## config.mk

```make
export PLATFORM = sky130hd
export DESIGN_NAME = imm_extend_unit
export DESIGN_NICKNAME = d
export VERILOG_FILES = /design/src/rtl/imm_ext_pkg.sv /design/src/rtl/imm_ext_core.sv /design/src/rtl/imm_extend_unit.sv
export SDC_FILE = /design/constraint.sdc
export NUM_CORES = 1
export LEC_CHECK = 0
export BUFFER_PORTS_ARGS = -buffer_cell sky130_fd_sc_hd__buf_2
export CAP_MARGIN = 20
export CORE_MARGIN = 2
export CORE_UTILIZATION = 25
export CTS_BUF_LIST = sky130_fd_sc_hd__clkbuf_8
export CTS_CLUSTER_SIZE = 30
export DETAILED_ROUTE_END_ITERATION = 16
export GPL_TIMING_DRIVEN = 0
export PLACE_DENSITY = 0.45
export SLEW_MARGIN = 20
export SYNTH_ARGS = -nofsm -noshare
export SYNTH_HDL_FRONTEND = slang
export SYNTH_SLANG_ARGS = --single-unit
```

## constraint.sdc

```tcl
create_clock -name clk -period 1.1 [get_ports clk]
set_input_delay 0.055 -clock clk [delete_from_list [all_inputs] [get_ports clk]]
set_output_delay 0.055 -clock clk [all_outputs]
set_load 0.1 [all_outputs]
```

## src/rtl/imm_ext_pkg.sv

```systemverilog
// Shared definitions for the immediate-extension datapath: mode encodings
// (also used by instruction decode) and a parameter legality helper.
package imm_ext_pkg;

  // Extension mode as carried on the 2-bit in_mode field.
  typedef enum logic [1:0] {
    MODE_ZERO   = 2'b00,
    MODE_SIGN   = 2'b01,
    MODE_BRANCH = 2'b10,
    MODE_UPPER  = 2'b11
  } imm_mode_e;

  // Number of results the skid buffer can hold behind the output register.
  localparam int unsigned SKID_DEPTH = 2;

  // The extended and shifted immediate must fit in the output word, and a
  // sign bit needs at least one magnitude bit beside it.
  function automatic logic params_ok(input int unsigned in_w, input int unsigned out_w,
                                     input int unsigned shift);
    return (out_w >= in_w + shift) && (in_w >= 2);
  endfunction

endpackage

```

## src/rtl/imm_ext_core.sv

```systemverilog
// Combinational immediate extension: zero, sign, branch (sign then shift) and
// upper (immediate placed in the top bits) modes. No state.
module imm_ext_core
  import imm_ext_pkg::*;
#(
  parameter int unsigned IN_W  = 12,
  parameter int unsigned OUT_W = 16,
  parameter int unsigned SHIFT = 1
) (
  input  logic [IN_W-1:0]  imm_i,
  input  logic [1:0]       mode_i,
  output logic [OUT_W-1:0] ext_o
);

  logic [OUT_W-1:0] zext;
  logic [OUT_W-1:0] sext;

  assign zext = OUT_W'(imm_i);
  // Size cast of a signed operand replicates the top bit of imm_i.
  assign sext = OUT_W'($signed(imm_i));

  // Select the extension for the requested mode.
  always_comb begin
    ext_o = zext;
    unique case (imm_mode_e'(mode_i))
      MODE_ZERO:   ext_o = zext;
      MODE_SIGN:   ext_o = sext;
      MODE_BRANCH: ext_o = sext << SHIFT;
      MODE_UPPER:  ext_o = zext << (OUT_W - IN_W);
    endcase
  end

endmodule

```

## src/rtl/imm_extend_unit.sv

```systemverilog
// Buffered immediate-extension unit with valid/ready handshakes on both sides.
// Extension is done by imm_ext_core ahead of the output register; this module
// only holds buffering and handshake logic.
// Build option: define IMM_EXT_SKID_EN to add a 2-entry skid buffer behind the
// output register and make in_ready a registered signal. Without it, a single
// output register is used and in_ready is combinational from out_ready.
module imm_extend_unit
  import imm_ext_pkg::*;
#(
  parameter int unsigned IN_W  = 12,
  parameter int unsigned OUT_W = 16,
  parameter int unsigned SHIFT = 1
) (
  input  logic             clk,
  input  logic             rst_n,
  input  logic             flush,
  input  logic             in_valid,
  output logic             in_ready,
  input  logic [IN_W-1:0]  in_imm,
  input  logic [1:0]       in_mode,
  output logic             out_valid,
  input  logic             out_ready,
  output logic [OUT_W-1:0] out_imm,
  output logic             out_neg
);

  if (!params_ok(IN_W, OUT_W, SHIFT)) begin : g_bad_params
    $error("imm_extend_unit: need OUT_W >= IN_W+SHIFT and IN_W >= 2");
  end

  logic [OUT_W-1:0] ext;
  logic             in_fire;
  logic             out_fire;

  logic             out_valid_q, out_valid_d;
  logic [OUT_W-1:0] out_imm_q, out_imm_d;
  // Low through reset, high from the first edge after release.
  logic             ready_q, ready_d;

  imm_ext_core #(
    .IN_W  (IN_W),
    .OUT_W (OUT_W),
    .SHIFT (SHIFT)
  ) u_core (
    .imm_i  (in_imm),
    .mode_i (in_mode),
    .ext_o  (ext)
  );

  assign out_valid = out_valid_q;
  assign out_imm   = out_imm_q;
  assign out_neg   = out_imm_q[OUT_W-1];
  assign in_fire   = in_valid && in_ready;
  assign out_fire  = out_valid_q && out_ready;

`ifdef IMM_EXT_SKID_EN

  logic [OUT_W-1:0] skid_data_q [SKID_DEPTH];
  logic [OUT_W-1:0] skid_data_d [SKID_DEPTH];
  logic [1:0]       skid_cnt_q, skid_cnt_d;
  logic             slot_free;
  logic [1:0]       cnt_tmp;

  // Registered ready: exactly "skid buffer not full" for the current state.
  assign in_ready  = ready_q;
  assign slot_free = !out_valid_q || out_ready;

  // Next state: refill the output register from the skid head (or directly
  // from the input when nothing is buffered), then append any accepted input.
  always_comb begin
    out_valid_d = out_valid_q;
    out_imm_d   = out_imm_q;
    skid_data_d = skid_data_q;
    skid_cnt_d  = skid_cnt_q;
    cnt_tmp     = skid_cnt_q;
    ready_d     = 1'b1;
    if (flush) begin
      out_valid_d = 1'b0;
      skid_cnt_d  = 2'd0;
    end else begin
      if (slot_free) begin
        if (skid_cnt_q != 2'd0) begin
          out_valid_d    = 1'b1;
          out_imm_d      = skid_data_q[0];
          skid_data_d[0] = skid_data_q[1];
          cnt_tmp        = skid_cnt_q - 2'd1;
        end else begin
          out_valid_d = in_fire;
          if (in_fire) begin
            out_imm_d = ext;
          end
        end
      end
      // Input goes to the skid buffer unless it loaded the output register.
      if (in_fire && ((skid_cnt_q != 2'd0) || !slot_free)) begin
        skid_data_d[cnt_tmp[0]] = ext;
        cnt_tmp                 = cnt_tmp + 2'd1;
      end
      skid_cnt_d = cnt_tmp;
      ready_d    = (cnt_tmp != 2'(SKID_DEPTH));
    end
  end

  // State registers, cleared asynchronously.
  always_ff @(posedge clk or negedge rst_n) begin
    if (!rst_n) begin
      out_valid_q    <= 1'b0;
      out_imm_q      <= '0;
      ready_q        <= 1'b0;
      skid_cnt_q     <= 2'd0;
      skid_data_q[0] <= '0;
      skid_data_q[1] <= '0;
    end else begin
      out_valid_q    <= out_valid_d;
      out_imm_q      <= out_imm_d;
      ready_q        <= ready_d;
      skid_cnt_q     <= skid_cnt_d;
      skid_data_q[0] <= skid_data_d[0];
      skid_data_q[1] <= skid_data_d[1];
    end
  end

`else

  // Single output register: accept when it is empty or being drained.
  assign in_ready = ready_q && (!out_valid_q || out_ready);

  // Next state: flush wins; an accepted input replaces a consumed result.
  always_comb begin
    out_valid_d = out_valid_q;
    out_imm_d   = out_imm_q;
    ready_d     = 1'b1;
    if (flush) begin
      out_valid_d = 1'b0;
    end else if (in_fire) begin
      out_valid_d = 1'b1;
      out_imm_d   = ext;
    end else if (out_fire) begin
      out_valid_d = 1'b0;
    end
  end

  // State registers, cleared asynchronously.
  always_ff @(posedge clk or negedge rst_n) begin
    if (!rst_n) begin
      out_valid_q <= 1'b0;
      out_imm_q   <= '0;
      ready_q     <= 1'b0;
    end else begin
      out_valid_q <= out_valid_d;
      out_imm_q   <= out_imm_d;
      ready_q     <= ready_d;
    end
  end

`endif

endmodule
```

==> results of run 1 <==
[layout make-up]
| cell class | count | share of cell area, % |
|---|---|---|
| inverter | 2 | 0.533 |
| clock buffer | 4 | 3.91 |
| sequential | 18 | 32.5 |
| tap | 50 | 4.44 |
| multi-input combinational | 56 | 35.5 |
| buffer | 4 | 3.20 |
| timing repair buffer | 40 | 19.9 |
[per-layer routing]
metal / part of all wire, % / wire length, um / vias to the layer above / global-route usage [%]
li1: - / - / 369 / -
met1: 43 / 989 / 373 / 13.4
met2: 52 / 1180 / 16 / 18.1
met3: 3.9 / 90 / 2 / 2.17
met4: 1.0 / 23 / 0 / 5.36
met5: 0 / 0 / - / 0
[cells in the final DEF, fill, tap and decap left out]
cell type / count
a21oi_1: 8
a22o_1: 6
and2_2: 1
and2_4: 1
buf_12: 2
buf_2: 19
buf_4: 11
buf_6: 2
buf_8: 1
clkbuf_4: 8
clkbuf_8: 4
conb_1: 1
dfrtp_1: 16
dfrtp_4: 2
dlygate4sd3_1: 1
inv_1: 2
mux2_2: 7
mux2_4: 8
mux2i_1: 9
nand2b_4: 1
nand4b_4: 1
nor2_1: 8
nor2b_1: 2
o21ai_0: 2
xor2_1: 1
[worst max-delay path: stages (launching register included)]
cell	delay [ps]
dfrtp_4	490
nand2b_4	90
nand4b_4	120
buf_8	180
mux2_4	290
[Yosys cell counts]
master,number
dfrtp_1,18
mux2i_1,9
a21oi_1,8
mux2_4,8
nor2_1,8
mux2_2,7
a22o_1,6
buf_6,3
buf_4,2
inv_1,2
nor2b_1,2
o21ai_0,2
and2_2,1
and2_4,1
conb_1,1
nand2b_4,1
nand4b_4,1
xor2_1,1
[final timing paths]
check | cells past startpoint | slack (ps) | endpoint
worst max-delay path | 4 | -180 | out_imm[11]
worst min-delay path | 2 | 3 | out_valid
worst max register to register | 4 | -180 | out_imm[11]
worst min register to register | 1 | 510 | out_imm[4]
max in group asynchronous | 2 | 510 | out_valid
min in group asynchronous | 2 | 260 | out_imm[11]
[timing repair]
| action | CTS | global route |
|---|---|---|
| hold buffers | 1 | 0 |
| pin swaps | 0 | 0 |
| hold endpoints to repair | 18 | 0 |
| setup buffers | 2 | 0 |
| resized for setup | 17 | 8 |
| setup endpoints to repair | 28 | 27 |
[sequential cells by signal, indices dropped and copies added, names as in the netlist]
| signal | cells |
|---|---|
| out_imm | 16 |
| ready_q | 1 |
| out_valid | 1 |
[per-stage QoR]
stage                     area (um^2)  instances  hold slack [ps]  power (uW)
after floorplan                  1020         81             -241        2250
after global placement           1270        168             7.04        2510
after detailed placement         1270        168             17.1        2530
after global routing             1410        174             15.8        3300
final                            1410        174             3.39        3160
after CTS                        1400        175          0.00989        3180
[report_power, final]
part	switching [uW]	total, uW	leakage (uW)	internal, uW
clock network	225	543	0.0000288	318
registers	82.5	888	0.000215	806
logic	1300	1730	0.000474	433
[kinds of logic after synthesis]
logic type,synth area share [%]
AOI/OAI and AO/OA,10.2
muxes,28.7
DFF,44.7
and+or+nand+nor,9.56
other,0.372
xor gates and xnor gates,0.870
buffers and inverters,5.59
==> flow_metrics.py, run 1 <==
metrics = {
    "placed_design": {
        "port_buffers": 37,
        "dp_hpwl_um": 1820,
        "post-place-ws_ps": -299,
        "routabilityCongestion": 0.727,
    },
    "sta": {
        "rsz0062_at_grt": "yes",
        "fmax_mhz": 778,
        "finalClockSkew_ps": 0.538,
        "finalSetupViolations": 18,
        "drv_slew": 0,
        "setup-tns-final_ps": -2760,
        "period_minus_slack_ps": 1280,
        "fin_ws_ps": -185,
        "finalHoldViolCount": 0,
        "min_period_over_period_pct": 117,
    },
    "critical_path": {
        "startpoint": "out_valid",
        "critPathLaunchType": "flip-flop",
        "path_class": "reg -> reg",
        "required_ps": 1240,
        "arrival_ps": 1430,
        "critPathMaxFanout": 10,
        "cp-end-kind": "flip-flop",
        "r2r_start": "out_valid",
    },
    "routing": {
        "wl_per_cell_um": 13.1,
        "wl_um": 2280,
        "drtIter0Drc": 5,
        "drtAntennaViolNets": 0,
        "via_per_inst": 4.37,
        "num_vias": 760,
        "drtPass1Iterations": 3,
        "drcViolationCount": 0,
    },
    "power_and_ir_drop": {
        "ir_drop_mv": 0.863,
        "p_leak_uw": 0.000717,
        "power_density_mw_per_mm2": 2240,
    },
    "synth": {
        "synth_cell_types": 18,
        "syn_inst": 81,
        "syn_area_mm2": 0.00101,
        "synth_area_leaders": "dfrtp_1, mux2_4, mux2i_1",
        "ys_ff_latch": 18,
        "synth_top_area_share_pct": 44.7,
        "yosysTopAreaCell": "dfrtp_1",
        "synth_nets": 100,
        "ys_seq_area_share_pct": 44.7,
        "yosysWarnings": 0,
        "synth_area_per_cell_um2": 12.4,
    },
    "clocking": {
        "path_clk_slew_ps": 70,
        "cts_made_buffers": 3,
        "cts_tree": "done",
        "root_buffer": "clkbuf_8",
        "cts.sinks": 18,
        "h-tree-depth": 1,
        "clock_latency_ps": 250,
        "cts.path.max_buffers": 2,
    },
    "global_routing": {
        "grt_usage_pct": 10.9,
        "antenna_found_initial": 0,
        "grt_max_degree": 19,
        "grt_overflow": 0,
        "grt_pass1_vias": 833,
        "grt_pass1_wl_um": 3730,
    },
    "outcome": {
        "status": "complete, but fails checks",
        "violations": "negative setup slack",
    },
    "min_path": {
        "hold_path_class": "in -> reg",
        "min_from": "flush",
    },
    "floorplanning": {
        "die_area_mm2": 0.00455,
        "coreArea_mm2": 0.00394,
        "io_pins": 38,
        "die_y_um": 67.5,
        "initial_utilization_pct": 25.5,
        "die_w_um": 67.5,
        "rows": 23,
    },
    "cells_and_area": {
        "final_nets": 144,
        "fillers": 396,
        "diodes": 0,
        "area_delta_synth_final_pct": 39.9,
        "multi_input_area_um2": 500,
        "fin_util_pct": 35.7,
        "layout-drive-gt1-share_pct": 54.8,
        "regArea_um2": 458,
    },
    "job": {
        "cap_violations": 0,
    },
}
(Power assumes the default switching activity.)
==> inputs of run 2 (changes only) <==
- CORE_MARGIN: 2 -> 5
==> run 2 against run 1 <==
Net effect: the flow still finishes with violations (negative setup slack); flip-flop and latch count stayed put; register-to-register slack better by 20 ps; sequential power is 0.6% lower; cell count is 0.57% lower; combinational power hardly changed; highest routed layer unchanged.
==> flow_metrics.py, run 2 (synthesis results as in run 1) <==
metrics = {
    "clocking": {
        "path_clk_slew_ps": 70,
        "root_buffer": "clkbuf_8",
        "clock_latency_ps": 250,
        "cts_tree": "done",
        "cts_made_buffers": 3,
        "cts.path.max_buffers": 2,
        "cts.sinks": 18,
        "h-tree-depth": 1,
    },
    "cells_and_area": {
        "diodes": 0,
        "largest_reg_flops": 16,
        "layout-drive-gt1-share_pct": 53.7,
        "mostFrequentLayoutCell": "buf_2",
        "area_delta_synth_final_pct": 38.0,
        "fillers": 400,
        "layout_common_cells": "buf_2, dfrtp_1, mux2i_1",
        "final_nets": 144,
    },
    "power_and_ir_drop": {
        "p_leak_uw": 0.000708,
        "ir_drop_mv": 0.706,
        "power_density_mw_per_mm2": 2200,
    },
    "sta": {
        "finalHoldViolCount": 0,
        "min_period_over_period_pct": 115,
        "finalSetupViolations": 17,
        "setup-tns-final_ps": -2530,
        "finalClockSkew_ps": 1.37,
        "timing.hold.ws_ps": 109,
        "drv_slew": 0,
        "fmax_mhz": 789,
        "fin_ws_ps": -168,
        "period_minus_slack_ps": 1270,
        "rsz0062_at_grt": "yes",
    },
    "floorplanning": {
        "die_y_um": 73.5,
        "coreArea_mm2": 0.00394,
        "die_w_um": 73.5,
        "io_pins": 38,
        "die_area_mm2": 0.00540,
        "initial_utilization_pct": 25.5,
        "rows": 23,
    },
    "critical_path": {
        "path_cells": "nand2b_4 -> nand4b_4 -> buf_8 -> mux2_4",
        "critPathMaxFanout": 10,
        "slowest_delay_ps": 480,
        "path_class": "reg -> reg",
        "arrival_ps": 1410,
        "critPathLaunchType": "flip-flop",
        "crit_slowest_cell": "dfrtp_4",
        "required_ps": 1240,
        "cp-end-kind": "flip-flop",
    },
    "placed_design": {
        "port_buffers": 37,
        "dp_hpwl_um": 1870,
        "routabilityCongestion": 0.731,
    },
    "outcome": {
        "violations": "negative setup slack",
        "status": "complete, but fails checks",
    },
    "min_path": {
        "hold_path_class": "in -> reg",
    },
    "global_routing": {
        "grt_pass1_vias": 818,
        "antenna_found_initial": 0,
        "grt_overflow": 0,
        "grt_usage_pct": 9.32,
        "use_met1_pct": 11.3,
        "busiest_layer": "met2",
        "grt_util_met2_pct": 15.4,
        "grt_use_met3_pct": 2.46,
        "grt_max_degree": 19,
        "grt_pass1_wl_um": 3910,
    },
    "routing": {
        "via_per_inst": 4.28,
        "drcViolationCount": 0,
        "wl_um": 2310,
        "drtPass1Iterations": 4,
        "drtIter0Drc": 14,
        "drtAntennaViolNets": 0,
        "wl_per_cell_um": 13.3,
        "num_vias": 741,
    },
    "job": {
        "cap_violations": 0,
    },
}
[run 2: changes by cell type in the layout (fill, tap and decap cells not counted), sizes merged]
cell and change:
clkbuf -1, dlygate4sd3 +1, buf -1
[run 2: layout make-up]
class                   instances  area (um^2)  share of cell area (%)
plain buffers                   4         45.0                    3.24
well taps                      50         62.6                    4.50
repair buffers                 40          275                    19.8
inverters                       2         7.51                   0.540
multi-input cells              56          500                    36.0
flip-flops and latches         18          458                    32.9
clock buffers                   3         41.3                    2.97
[run 2: final timing paths]
kind,from,end,slack [ps],depth (start not counted)
worst max-delay path,out_valid,out_imm[12],-170,4
max in group asynchronous,rst_n,out_valid,500,2
worst min-delay path,out_ready,out_valid,110,3
min in group asynchronous,rst_n,out_imm[11],270,2
worst max register to register,out_valid,out_imm[12],-170,4
worst min register to register,out_imm[3],out_imm[3],500,1
[run 2: worst max-delay path: cells and delay by family (launching register included)]
family	cells	cell delay, ps
flops	1	480
mux	1	300
buf+inv	1	170
simple gates	2	200
[run 2: where the power goes]
group | internal [uW] | switching (uW)
logic | 419 | 1300
clock network | 243 | 211
registers | 806 | 77.4
[run 2: layer usage]
layer	up-vias	share of wire, %
li1	367	-
met1	356	43
met2	16	51
met3	2	5.5
met4	0	0.74
met5	-	0
[run 2: through the flow]
stage	setup WS [ps]	instance area, um^2	utilization [%]	total power (uW)	std cells
after floorplan	-401	1020	-	2250	81
after global placement	-286	1270	32.1	2520	168
after detailed placement	-312	1270	32.1	2530	168
after CTS	-186	1380	34.9	3070	174
after global routing	-210	1390	35.3	3170	173
final	-168	1390	35.3	3060	173
[run 2: what timing repair did]
item / 4_1_cts / 5_1_grt
resized for setup: 13 / 8
buffers inserted: 1 / 0
endpoints found under the setup margin: 25 / 27
hold endpoints to repair: 19 / 0
hold buffers: 2 / 0
==> inputs of run 3 (changes only) <==
- PLACE_DENSITY: 0.45 -> 0.43
- clock period: 1.1 -> 1.45 ns (I/O delays scaled with it)
==> run 3 against run 2 <==
Net effect: core utilization fell by 1.8 points; the flow now finishes without violations; register-to-register slack gained 220 ps; count of clock-buffer cells in the layout unchanged; largest cell class unchanged.
==> flow_metrics.py, run 3 (synthesis results as in run 1) <==
metrics = {
    "critical_path": {
        "r2r_start": "out_valid",
        "path_class": "reg -> reg",
        "required_ps": 1580,
        "r2r_end": "out_imm[9]",
        "critPathMaxFanout": 10,
        "reg2regPathDepth": 4,
        "critPathLaunchType": "flip-flop",
        "rrSetupSlack_ps": 60,
        "arrival_ps": 1520,
        "cp-end-kind": "flip-flop",
    },
    "global_routing": {
        "grt_overflow": 0,
        "grt_pass1_wl_um": 3830,
        "grt_usage_pct": 8.98,
        "grt_pass1_vias": 843,
        "grt_max_degree": 19,
        "antenna_found_initial": 0,
    },
    "min_path": {
        "whs_path_depth": 2,
        "min_from": "flush",
        "hold_end": "out_valid",
        "hold_path_class": "in -> reg",
    },
    "clocking": {
        "cts_tree": "done",
        "clock_latency_ps": 250,
        "cts_made_buffers": 3,
        "h-tree-depth": 1,
        "root_buffer": "clkbuf_8",
        "cts.path.max_buffers": 2,
        "post_cts_buffers": 0,
        "path_clk_slew_ps": 70,
        "cts.sinks": 18,
    },
    "cells_and_area": {
        "post-route-cell-area_mm2": 0.00132,
        "fin_util_pct": 33.5,
        "diodes": 0,
        "layout_common_cells": "buf_2, dfrtp_1, mux2i_1",
        "fillers": 395,
        "largest_reg_flops": 16,
        "area_delta_synth_final_pct": 31.1,
        "final_nets": 143,
        "layout-drive-gt1-share_pct": 52.8,
        "mostFrequentLayoutCell": "buf_2",
    },
    "placed_design": {
        "routabilityCongestion": 0.729,
        "place_area_mm2": 0.00126,
        "port_buffers": 37,
        "dp_hpwl_um": 1900,
        "post-place-ws_ps": 51.9,
    },
    "routing": {
        "via_per_inst": 4.38,
        "wl_um": 2280,
        "drtIter0Drc": 10,
        "drtPass1Iterations": 4,
        "drcViolationCount": 0,
        "num_vias": 758,
        "drtAntennaViolNets": 0,
        "wl_per_cell_um": 13.2,
    },
    "sta": {
        "finalClockSkew_ps": 6.47,
        "fin_ws_ps": 56.3,
        "rsz0062_at_grt": "no",
        "min_period_over_period_pct": 96.1,
        "fmax_mhz": 718,
        "finalHoldViolCount": 0,
        "setup-tns-final_ps": 0,
        "drv_slew": 0,
        "finalSetupViolations": 0,
        "period_minus_slack_ps": 1390,
    },
    "floorplanning": {
        "initial_utilization_pct": 25.5,
        "rows": 23,
        "die_area_mm2": 0.00540,
        "die_y_um": 73.5,
        "die_w_um": 73.5,
        "coreArea_mm2": 0.00394,
        "io_pins": 38,
    },
    "outcome": {
        "status": "complete, no violations",
    },
    "power_and_ir_drop": {
        "power_density_mw_per_mm2": 1700,
        "total_power_uw": 2250,
        "p_leak_uw": 0.000694,
        "ir_drop_mv": 0.598,
    },
    "job": {
        "cap_violations": 0,
    },
}
==> run 3: cell type report <==
cell class                      instances  area (um^2)  area share, %
Buffer                                  5         52.6           3.98
Multi-Input combinational cell         56          500           37.9
Clock buffer                            3         41.3           3.13
Inverter                                2         7.51          0.569
Sequential cell                        18          454           34.4
Tap cell                               50         62.6           4.74
Timing Repair Buffer                   38          198           15.0
Clock inverter                          1         3.75          0.284
==> run 3: power by group <==
group          internal (uW)  leakage, uW  switching (uW)
Clock                    188    0.0000269             164
Sequential               607     0.000216            54.6
Combinational            254     0.000451             982
==> run 3: worst max path at each step <==
stage	startpoint	endpoint	slack, ps	cells past startpoint
2_1_floorplan	out_valid	out_imm[0]	-50	4
5_1_grt	out_valid	out_imm[12]	3	4
6_report	out_valid	out_imm[9]	60	4
4_1_cts	out_valid	out_imm[9]	30	4
3_5_place_dp	out_valid	out_imm[9]	50	4
3_3_place_gp	out_valid	out_imm[9]	60	4
==> run 3: stage by stage <==
| stage | std cells | hold slack, ps |
|---|---|---|
| 2_1_floorplan | 81 | -223 |
| 3_3_place_gp | 168 | 27.0 |
| 3_5_place_dp | 168 | 37.9 |
| 4_1_cts | 173 | 9.76 |
| 5_1_grt | 173 | 16.9 |
| 6_report | 173 | 11.8 |
==> run 3: per-layer routing <==
layer | global-route usage [%] | routed length, um
met5 | 0 | 0
met3 | 2.60 | 129
met4 | 2.41 | 17
met1 | 10.6 | 995
met2 | 15.7 | 1140
==> run 3: what timing repair did <==
item / CTS / global route
hold buffers: 1 / 0
gates resized for setup: 1 / 0
setup endpoints to repair: 1 / 0
endpoints found under the hold margin: 18 / 0
==> run 3: critical path: stages, from the launching register on <==
cell      delay, ps
dfrtp_4         490
nand2b_4         90
nand4b_4        180
buf_8           210
mux2_4          300
